File: config.mk
export PLATFORM = sky130hd
export DESIGN_NAME = norm_shift_stage
export DESIGN_NICKNAME = d
export VERILOG_FILES = /design/src/rtl/norm_shift_stage.sv
export SDC_FILE = /design/constraint.sdc
export NUM_CORES = 1
export LEC_CHECK = 0
export ABC_AREA = 0
export ABC_CLOCK_PERIOD_IN_PS = 3000
export BUFFER_PORTS_ARGS = -buffer_cell sky130_fd_sc_hd__buf_2
export CAP_MARGIN = 10
export CORE_AREA = 2 2 211 151
export DETAILED_ROUTE_END_ITERATION = 10
export DIE_AREA = 0 0 213 153
export PLACE_DENSITY_LB_ADDON = 0.05
export SYNTH_ARGS = -nofsm -noshare
export SYNTH_HDL_FRONTEND = slang
export SYNTH_SLANG_ARGS = --single-unit
File: constraint.sdc
create_clock -name clk -period 3 [get_ports clk]
set_input_delay 0.6 -clock clk [delete_from_list [all_inputs] [get_ports clk]]
set_output_delay 0.6 -clock clk [all_outputs]
set_load 0.1 [all_outputs]
File: src/rtl/norm_shift_stage.sv
// Two-stage elastic normalization shifter: S1 picks the shift and adjusts the
// exponent, S2 applies the barrel shift. Both stages advance independently.
module norm_shift_stage #(
  parameter int SIG_W = 57,
  parameter int EXP_W = 13,
  parameter int LZ_W  = 6
) (
  input  logic             clk,
  input  logic             rst,
  input  logic             in_valid,
  output logic             in_ready,
  input  logic [SIG_W-1:0] fr,
  input  logic [EXP_W-1:0] er,
  input  logic             db,
  input  logic [LZ_W-1:0]  lz,
  input  logic             TINY,
  input  logic             OVF1,
  output logic             out_valid,
  input  logic             out_ready,
  output logic [SIG_W-1:0] fn,
  output logic [EXP_W-1:0] en,
  output logic             out_db,
  output logic             out_tiny,
  output logic             out_ovf1,
  output logic             out_zero
);

  localparam logic [EXP_W-1:0] EMIN_SP = EXP_W'(-126);
  localparam logic [EXP_W-1:0] EMIN_DP = EXP_W'(-1022);

  // Handshake: a stage advances when it is empty or the stage after it
  // advances. in_valid/out_valid never depend on the ready of the same side.
  logic adv1, adv2;
  logic v1_q, v2_q;

  logic [SIG_W-1:0] fr1_q;
  logic [LZ_W-1:0]  sh1_q;
  logic [EXP_W-1:0] en1_q;
  logic             db1_q, tiny1_q, ovf1_q, zero1_q;

  logic [SIG_W-1:0] fn_q;
  logic [EXP_W-1:0] en_q;
  logic             db2_q, tiny2_q, ovf2_q, zero2_q;

  logic             fr_zero;
  logic [EXP_W-1:0] emin, diff, en_d;
  logic [LZ_W-1:0]  sh_d;
  logic [SIG_W-1:0] fn_d;

  assign adv2     = !v2_q || out_ready;
  assign adv1     = !v1_q || adv2;
  assign in_ready = adv1;

  // Tiny results only shift as far as emin; TINY guarantees this fits in lz.
  always_comb begin
    fr_zero = (fr == '0);
    emin    = db ? EMIN_DP : EMIN_SP;
    diff    = er - emin;
    sh_d    = '0;
    if (fr_zero)        sh_d = '0;
    else if (!TINY)     sh_d = lz;
    else if (diff[EXP_W-1]) sh_d = '0;
    else                sh_d = diff[LZ_W-1:0];
    en_d    = er - {{(EXP_W-LZ_W){1'b0}}, sh_d};
  end

  assign fn_d = fr1_q << sh1_q;

  always_ff @(posedge clk) begin
    if (rst) begin
      v1_q    <= 1'b0;
      v2_q    <= 1'b0;
      fr1_q   <= '0;
      sh1_q   <= '0;
      en1_q   <= '0;
      db1_q   <= 1'b0;
      tiny1_q <= 1'b0;
      ovf1_q  <= 1'b0;
      zero1_q <= 1'b0;
      fn_q    <= '0;
      en_q    <= '0;
      db2_q   <= 1'b0;
      tiny2_q <= 1'b0;
      ovf2_q  <= 1'b0;
      zero2_q <= 1'b0;
    end else begin
      if (adv1) v1_q <= in_valid;
      if (adv1 && in_valid) begin
        fr1_q   <= fr;
        sh1_q   <= sh_d;
        en1_q   <= en_d;
        db1_q   <= db;
        tiny1_q <= TINY;
        ovf1_q  <= OVF1;
        zero1_q <= fr_zero;
      end
      if (adv2) v2_q <= v1_q;
      if (adv2 && v1_q) begin
        fn_q    <= fn_d;
        en_q    <= en1_q;
        db2_q   <= db1_q;
        tiny2_q <= tiny1_q;
        ovf2_q  <= ovf1_q;
        zero2_q <= zero1_q;
      end
    end
  end

  assign out_valid = v2_q;
  assign fn        = fn_q;
  assign en        = en_q;
  assign out_db    = db2_q;
  assign out_tiny  = tiny2_q;
  assign out_ovf1  = ovf2_q;
  assign out_zero  = zero2_q;

endmodule
==> impl_metrics.yaml, run 1 <==
critical_path:
  slowest_stage: "sky130_fd_sc_hd__or4_1"
  critical_path_arrival_ns: 3.43
  critical_path.top_delay_family: "compound AO/OA/AOI/OAI gates"
  worst_r2r_startpoint: "sh1_q[3]"
  reg2regPathDepth: 6
  timing.critical_path.to_type: "register"
  r2r-end: "fn[52]"
  path_max_fanout: 4
  cp_slowest_stage_delay_ns: 0.40
  worstPathRequired_ns: 3.36
  setup.reg_to_reg.worst_slack_ns: 0.40
  timing.setup.critical_path_class: "in -> reg"
  cp-start-kind: "input port"
  timing.critical_path.buf_inv: 1
  worstPathCellList: "buf_8 > ha_4 > nand4_1 > a211oi_2 > nor2_4 > xor2_1 > a31o_2 > nand2b_1 > ha_1 > nor2b_1 > o21a_1 > o21ai_2 > a21oi_2 > or4_1 > a311oi_1"
timing:
  final_min_period_over_clock_period: 1.02
  setup_ws_ns: -0.0735
  period_minus_slack_ns: 3.07
  slew_violations: 0
  skew_ns: 0.0143
  setup_violations: 2
  worst_pin_slew_ns: 0.911
  setup_tns_ns: -0.0787
  rsz0062_at_grt: "yes"
  report.final.hold_viol_count: 0
  fmax_mhz: 325
  timing.slew.headroom: 0.388
  timing.hold.ws_ns: 0.403
global_routing:
  maximum_number_of_pins_on_one_net_before_global_route_repair: 100
  overflow: 0
  antenna_found_initial: 0
  total_global_route_track_usage: 0.247
  grt_pass1_vias: 9636
  grt_first_pass_wirelength_um: 60600
cts:
  clk_latency_ns: 0.46
  cts-root-buf: "sky130_fd_sc_hd__clkbuf_16"
  cts_buffers: 17
  cts_hold_repair.buffers: 0
  htree_num_levels: 4
  tritoncts: "done"
  cts_sinks: 156
  cts-root-to-sink-buffers: 2
  cts.reportedPaths.clkPinSlew_ns: 0.07
cells_and_area:
  num-nets-final: 1511
  insertedDiodeCount: 0
  fin_cells: 1850
  areaGrowthSynthToFinish_pct: 28.4
  fillCellCount: 3146
  drive_gt1_frac: 0.321
routing:
  remaining_antenna_violation_count: 0
  detailedRoute.firstPassIterationCount: 5
  drc: 0
  postRouteWirelength_um: 39900
  vias_per_cell: 5.46
  routed-via-count: 10098
  post_drt_wl_per_cell_um: 21.6
  drt_iter0_markers: 951
placement:
  numPlacedInstances: 1813
  numPortBuffers: 158
  last_weighted_congestion_value_of_the_routability_driven_placer: 0.919
  hpwl_um: 30700
logic_synthesis:
  synth_flop_cell: "sky130_fd_sc_hd__dfxtp_1"
  ys_async_sr_fraction: 0
  count_of_flip_flops_with_a_built_in_enable_after_synthesis: 0
  ys_types: 71
  syn-num-nets: 1279
  synth.top_cell.area_share: 0.315
  ys_ff_latch: 156
  synthTopCellsByArea: "sky130_fd_sc_hd__dfxtp_1, sky130_fd_sc_hd__nand2_1, sky130_fd_sc_hd__mux4_2"
  yosysWarnings: 0
  mappedNetlistArea_um2: 9920
  avgSynthCellArea_um2: 8.37
  proportion_of_synthesized_chip_area_in_sequential_cells: 0.315
  post_synth_inst_count: 1185
  post-synth-top-area-cell: "sky130_fd_sc_hd__dfxtp_1"
floorplan:
  total_i_o_pin_count: 159
  effective_utilization_at_floorplan: 0.324
  die_h_um: 153
  design.core.area_um2: 30600
  die_w_um: 213
  placement_rows: 54
  design.die.area_um2: 32600
pwr:
  p_comb_frac: 0.265
  switchingPower_mw: 2.17
  p_clk_frac: 0.368
  total_leakage_power_nw: 5.02
  power_per_cell_area_nw_per_um2: 499
  power_report.internal_total_mw: 4.18
  pwr-share-seq: 0.367
  design_power_total_mw: 6.35
  power.ir.vdd_worst_uv: 344
  power_switching_share: 0.341
min_path:
  hold_path_end: "v1_q"
  holdCritPathClass: "in -> reg"
  holdPathStages: 3
  min-delay-start: "in_valid"
job:
  timing.max_cap.violations: 0
run_status:
  run_status: "finished, violations left"
  violations: "setup timing"
==> Yosys cell counts (17+ instances only) <==
master,count
sky130_fd_sc_hd__a21oi_1,109
sky130_fd_sc_hd__a22oi_1,30
sky130_fd_sc_hd__buf_2,26
sky130_fd_sc_hd__clkbuf_1,46
sky130_fd_sc_hd__dfxtp_1,156
sky130_fd_sc_hd__mux2_2,35
sky130_fd_sc_hd__mux2i_1,71
sky130_fd_sc_hd__mux4_2,40
sky130_fd_sc_hd__nand2_1,246
sky130_fd_sc_hd__nor2_1,64
sky130_fd_sc_hd__nor3_1,23
sky130_fd_sc_hd__nor4_1,17
sky130_fd_sc_hd__o21ai_0,24
sky130_fd_sc_hd__o21ai_1,29
==> how the worst max path moves through the flow <==
stage | from | end | slack [ns] | depth (start not counted)
2_1_floorplan | db | en1_q[9] | -0.15 | 14
3_3_place_gp | fr[42] | en1_q[9] | -0.51 | 14
3_5_place_dp | fr[42] | en1_q[9] | -0.59 | 14
4_1_cts | fr[42] | en1_q[9] | 0.007 | 14
5_1_grt | db | en1_q[9] | -0.19 | 15
6_report | db | en1_q[9] | -0.07 | 15
==> logic make-up (layout without fill, tap and decap cells) <==
kind of cell             after synthesis  count (layout)  synth area share
AND/OR/NAND/NOR                      434             434             0.194
multiplexers                         156             156             0.214
AO/OA/AOI/OAI                        303             303             0.194
flip-flops                           156             156             0.315
adder cells (fa/ha/maj)               11              11            0.0146
buffers and inverters                114             359            0.0587
XOR/XNOR                              11              11           0.00972
==> per-layer routing <==
layer | part of all wire | GRT usage | wire, µm
met1 | 0.50 | 0.377 | 20100
met2 | 0.41 | 0.344 | 16500
met3 | 0.068 | 0.0563 | 2730
met4 | 0.016 | 0.0626 | 629
met5 | 0 | 0 | 0
==> through the flow <==
stage | area [µm²] | util | worst slack (ns)
after global routing | 12700 | 0.416 | -0.189
after detailed placement | 12000 | 0.392 | -0.592
final | 12700 | 0.416 | -0.0735
after floorplan | 9970 | - | -0.154
after CTS | 12700 | 0.414 | 0.00749
after global placement | 12000 | 0.392 | -0.505
==> what timing repair did <==
action | CTS | global route
gates resized for setup | 6 | 11
pin swaps | 1 | 7
cloned | 0 | 0
setup endpoints to repair | 6 | 9
setup buffers | 1 | 4
==> sequential cells by signal (all words and copies together), names as in the netlist, 6 cells and up <==
name   count
fn        57
en1_q     13
sh1_q      6
en        13
fr1_q     57
==> power by group through the flow <==
stage | combinational (mW) | sequential, mW | clock, mW
after floorplan | 0.811 | 2.59 | 0
after global placement | 1.64 | 2.38 | 0
after detailed placement | 1.64 | 2.38 | 0
after CTS | 1.65 | 2.33 | 2.41
after global routing | 1.78 | 2.35 | 2.49
final | 1.68 | 2.33 | 2.34
==> layout make-up <==
class / count / area (µm²) / share of cell area
Clock buffer: 21 / 470 / 0.0369
Clock inverter: 11 / 156 / 0.0123
Inverter: 14 / 52.6 / 0.00413
Multi-Input combinational cell: 915 / 6330 / 0.497
Sequential cell: 156 / 3130 / 0.246
Tap cell: 420 / 526 / 0.0413
Timing Repair Buffer: 313 / 2070 / 0.162
==> layout by cell type (no fill, tap or decap), types with 12 or more instances in the layout <==
cell type / instances
sky130_fd_sc_hd__mux4_2: 40
sky130_fd_sc_hd__nor4_1: 13
sky130_fd_sc_hd__clkbuf_16: 17
sky130_fd_sc_hd__mux2i_1: 71
sky130_fd_sc_hd__dfxtp_1: 151
sky130_fd_sc_hd__nor3_1: 23
sky130_fd_sc_hd__nor2_1: 61
sky130_fd_sc_hd__nand2b_1: 15
sky130_fd_sc_hd__buf_4: 149
sky130_fd_sc_hd__mux2_2: 35
sky130_fd_sc_hd__buf_2: 154
sky130_fd_sc_hd__a211oi_1: 12
sky130_fd_sc_hd__nand3_1: 15
sky130_fd_sc_hd__a21oi_1: 108
sky130_fd_sc_hd__o21ai_0: 24
sky130_fd_sc_hd__a22oi_1: 30
sky130_fd_sc_hd__nand2_1: 244
sky130_fd_sc_hd__o21ai_1: 28
==> worst reg2reg max path: stages (launching register included) <==
cell and delay [ns]:
sky130_fd_sc_hd__dfxtp_2 0.73, sky130_fd_sc_hd__buf_12 0.31, sky130_fd_sc_hd__mux2_1 0.35, sky130_fd_sc_hd__mux2i_1 0.28, sky130_fd_sc_hd__mux2i_1 0.13, sky130_fd_sc_hd__mux2i_1 0.47
sky130_fd_sc_hd__o221ai_1 0.20
(Power assumes the default switching activity.)
==> run 2: changes to the inputs <==
- ABC_AREA: 0 -> 1
- CORE_AREA: 2 2 211 151 -> 2 2 205 147
- DIE_AREA: 0 0 213 153 -> 0 0 207 149
==> run 2 against run 1 <==
Against the previous run:
- the flow now finishes without violations
- sequential power is essentially flat
- critical endpoint is now en1_q[10]
- register-to-register slack better by 0.43 ns
- largest power group is now sequential cells
- total power is 3.2% higher
- combinational power is 24% higher
- setup slack gained 0.32 ns
- fmax up 12%
- sequential share of layout area is 2.4 points higher
- synthesized cell count rose by 31%
- non-clock buffer count shrank 61
- highest routed layer unchanged
- final cell count up 14%
- clock-buffer cell count down 2
==> impl_metrics.yaml, run 2 <==
logic_synthesis:
  synth.top_cell.area_share: 0.332
  syn-num-nets: 1651
  ys_async_sr_fraction: 0
  yosysWarnings: 0
  synth_flop_cell: "sky130_fd_sc_hd__dfxtp_1"
  avgSynthCellArea_um2: 6.04
  synthTopCellsByArea: "sky130_fd_sc_hd__dfxtp_1, sky130_fd_sc_hd__nand3_1, sky130_fd_sc_hd__nand2_1"
  yosys-top-cells-count: "sky130_fd_sc_hd__nand2_1, sky130_fd_sc_hd__nand3_1, sky130_fd_sc_hd__nor2_1, sky130_fd_sc_hd__dfxtp_1, sky130_fd_sc_hd__o21ai_0"
  proportion_of_synthesized_chip_area_in_sequential_cells: 0.332
  post-synth-top-area-cell: "sky130_fd_sc_hd__dfxtp_1"
  ys_types: 31
  post_synth_inst_count: 1557
  mappedNetlistArea_um2: 9400
  count_of_flip_flops_with_a_built_in_enable_after_synthesis: 0
  ys_ff_latch: 156
  synth.most_common_cell: "sky130_fd_sc_hd__nand2_1"
critical_path:
  worstPathRequired_ns: 3.36
  worst_path_most_repeated_cell: "sky130_fd_sc_hd__nand2_1"
  cp_slowest_stage_delay_ns: 0.36
  timing.setup.critical_path_class: "in -> reg"
  worstPathCellList: "buf_2 > ha_1 > nand2_1 > nor2_1 > nand3_1 > nand4_1 > buf_4 > nand3_1 > nand2_1 > nand2_1 > ha_1 > a21oi_1 > nand2_2 > nand2_1 > nand2_1 > o31ai_1 > nand3_1 > nand2_1 > inv_1"
  timing.critical_path.to_type: "register"
  critical_path_arrival_ns: 3.11
  path_max_fanout: 5
  cp-start-kind: "input port"
  reg2regPathDepth: 11
  slowest_stage: "sky130_fd_sc_hd__ha_1"
  setup.reg_to_reg.worst_slack_ns: 0.83
placement:
  numPortBuffers: 158
  last_weighted_congestion_value_of_the_routability_driven_placer: 0.889
  hpwl_um: 26900
cells_and_area:
  areaGrowthSynthToFinish_pct: 23.2
  final_cell_mix: "sky130_fd_sc_hd__nand3_1, sky130_fd_sc_hd__nand2_1, sky130_fd_sc_hd__nor2_1, sky130_fd_sc_hd__buf_2, sky130_fd_sc_hd__dfxtp_1"
  most_common_library_cell_in_the_layout_ignoring_fill_and_taps: "sky130_fd_sc_hd__nand3_1"
  drive_gt1_frac: 0.177
  num-nets-final: 1813
  fillCellCount: 3288
run_status:
  run_status: "completed"
timing:
  final_min_period_over_clock_period: 0.918
  skew_ns: 0.0113
  worst_pin_slew_ns: 0.926
  timing.hold.ws_ns: 0.402
  period_minus_slack_ns: 2.75
  slew_violations: 0
  setup_tns_ns: 0
  fmax_mhz: 363
  timing.slew.headroom: 0.383
  setup_violations: 0
  rsz0062_at_grt: "no"
  report.final.hold_viol_count: 0
routing:
  vias_per_cell: 5.08
  drt_iter0_markers: 990
  detailedRoute.firstPassIterationCount: 5
  routed-via-count: 10760
  drc: 0
  remaining_antenna_violation_count: 0
  postRouteWirelength_um: 35200
  post_drt_wl_per_cell_um: 16.6
floorplan:
  die_h_um: 149
  total_i_o_pin_count: 159
  effective_utilization_at_floorplan: 0.322
  design.core.area_um2: 29200
  design.die.area_um2: 30800
  placement_rows: 53
  die_w_um: 207
cts:
  cts-root-to-sink-buffers: 2
  cts.reportedPaths.clkPinSlew_ns: 0.07
  cts_sinks: 156
  htree_num_levels: 4
  clk_latency_ns: 0.45
  cts_buffers: 17
  tritoncts: "done"
  cts-root-buf: "sky130_fd_sc_hd__clkbuf_16"
global_routing:
  maximum_number_of_pins_on_one_net_before_global_route_repair: 64
  total_global_route_track_usage: 0.232
  overflow: 0
  grt_first_pass_wirelength_um: 56000
  grt_pass1_vias: 10070
  antenna_found_initial: 0
min_path:
  holdCritPathClass: "in -> reg"
  holdPathStages: 3
pwr:
  power.ir.vdd_worst_uv: 353
  design_power_total_mw: 6.56
  power_per_cell_area_nw_per_um2: 566
  total_leakage_power_nw: 5.43
job:
  timing.max_cap.violations: 0
## run 2: cell types whose count changed after synthesis, sizes merged, moves of 38 or more
cell and change:
nand3 +373, nor2 +158, nand2 +146, mux2i -71
o21ai +56, mux2 -45, inv +40, mux4 -40
a21oi -38
## run 2: logic make-up after synthesis
| group | Yosys count | share of synthesized area |
|---|---|---|
| AND/OR/NAND/NOR | 1023 | 0.465 |
| buffers and inverters | 166 | 0.0740 |
| flip-flops | 156 | 0.332 |
| XOR/XNOR | 7 | 0.00652 |
| AO/OA/AOI/OAI | 194 | 0.107 |
| adder cells (fa/ha/maj) | 11 | 0.0154 |
## run 2: layer usage
metal,GRT usage,vias to the layer above,share of wire
met1,0.346,4995,0.52
met4,0.0511,0,0.0084
li1,-,5506,-
met5,0,-,0
met2,0.342,244,0.42
met3,0.0451,15,0.055
## run 2: power by group
part           switching [mW]  total, mW  internal [mW]
Sequential              0.101       2.32           2.22
Clock                   0.944       2.14           1.20
Combinational            1.52       2.09          0.567
Total                    2.57       6.56           3.99
## run 2: path summary, 6_finish.rpt
path                            startpoint   endpoint
worst min register to register      fn[31]     fn[31]
worst min-delay path                  OVF1     ovf1_q
worst max-delay path                    db  en1_q[10]
worst max register to register    sh1_q[0]     fn[39]
## run 2: metrics by stage
step	util	instance area (µm²)	setup slack (ns)	cells
after CTS	0.395	11500	0.175	2115
after global placement	0.375	10900	-0.254	2083
after global routing	0.397	11600	0.00525	2117
final	0.397	11600	0.245	2118
after detailed placement	0.375	10900	-0.325	2083
after floorplan	-	9410	0.0903	1557
## run 2: layout make-up
type / count / area [µm²] / share of cell area
flip-flops and latches: 156 / 3120 / 0.270
inverters: 57 / 214 / 0.0185
well taps: 385 / 482 / 0.0416
clock buffers: 19 / 453 / 0.0391
multi-input cells: 1235 / 5640 / 0.487
diodes: 1 / 2.50 / 0.000216
repair buffers: 252 / 1530 / 0.132
clock inverters: 13 / 133 / 0.0114
## run 2: repair_timing
action / in CTS / in global routing
hold buffers: 0 / 0
setup buffers: 0 / 2
endpoints found under the hold margin: 0 / 0
setup endpoints to repair: 0 / 9
resized for setup: 0 / 12
## run 2: worst max-delay path: cells and delay by family
family	cells	cell delay (ns)
compound gates	2	0.38
fa+ha+maj	2	0.65
buf+inv	3	0.33
simple gates	12	1.17
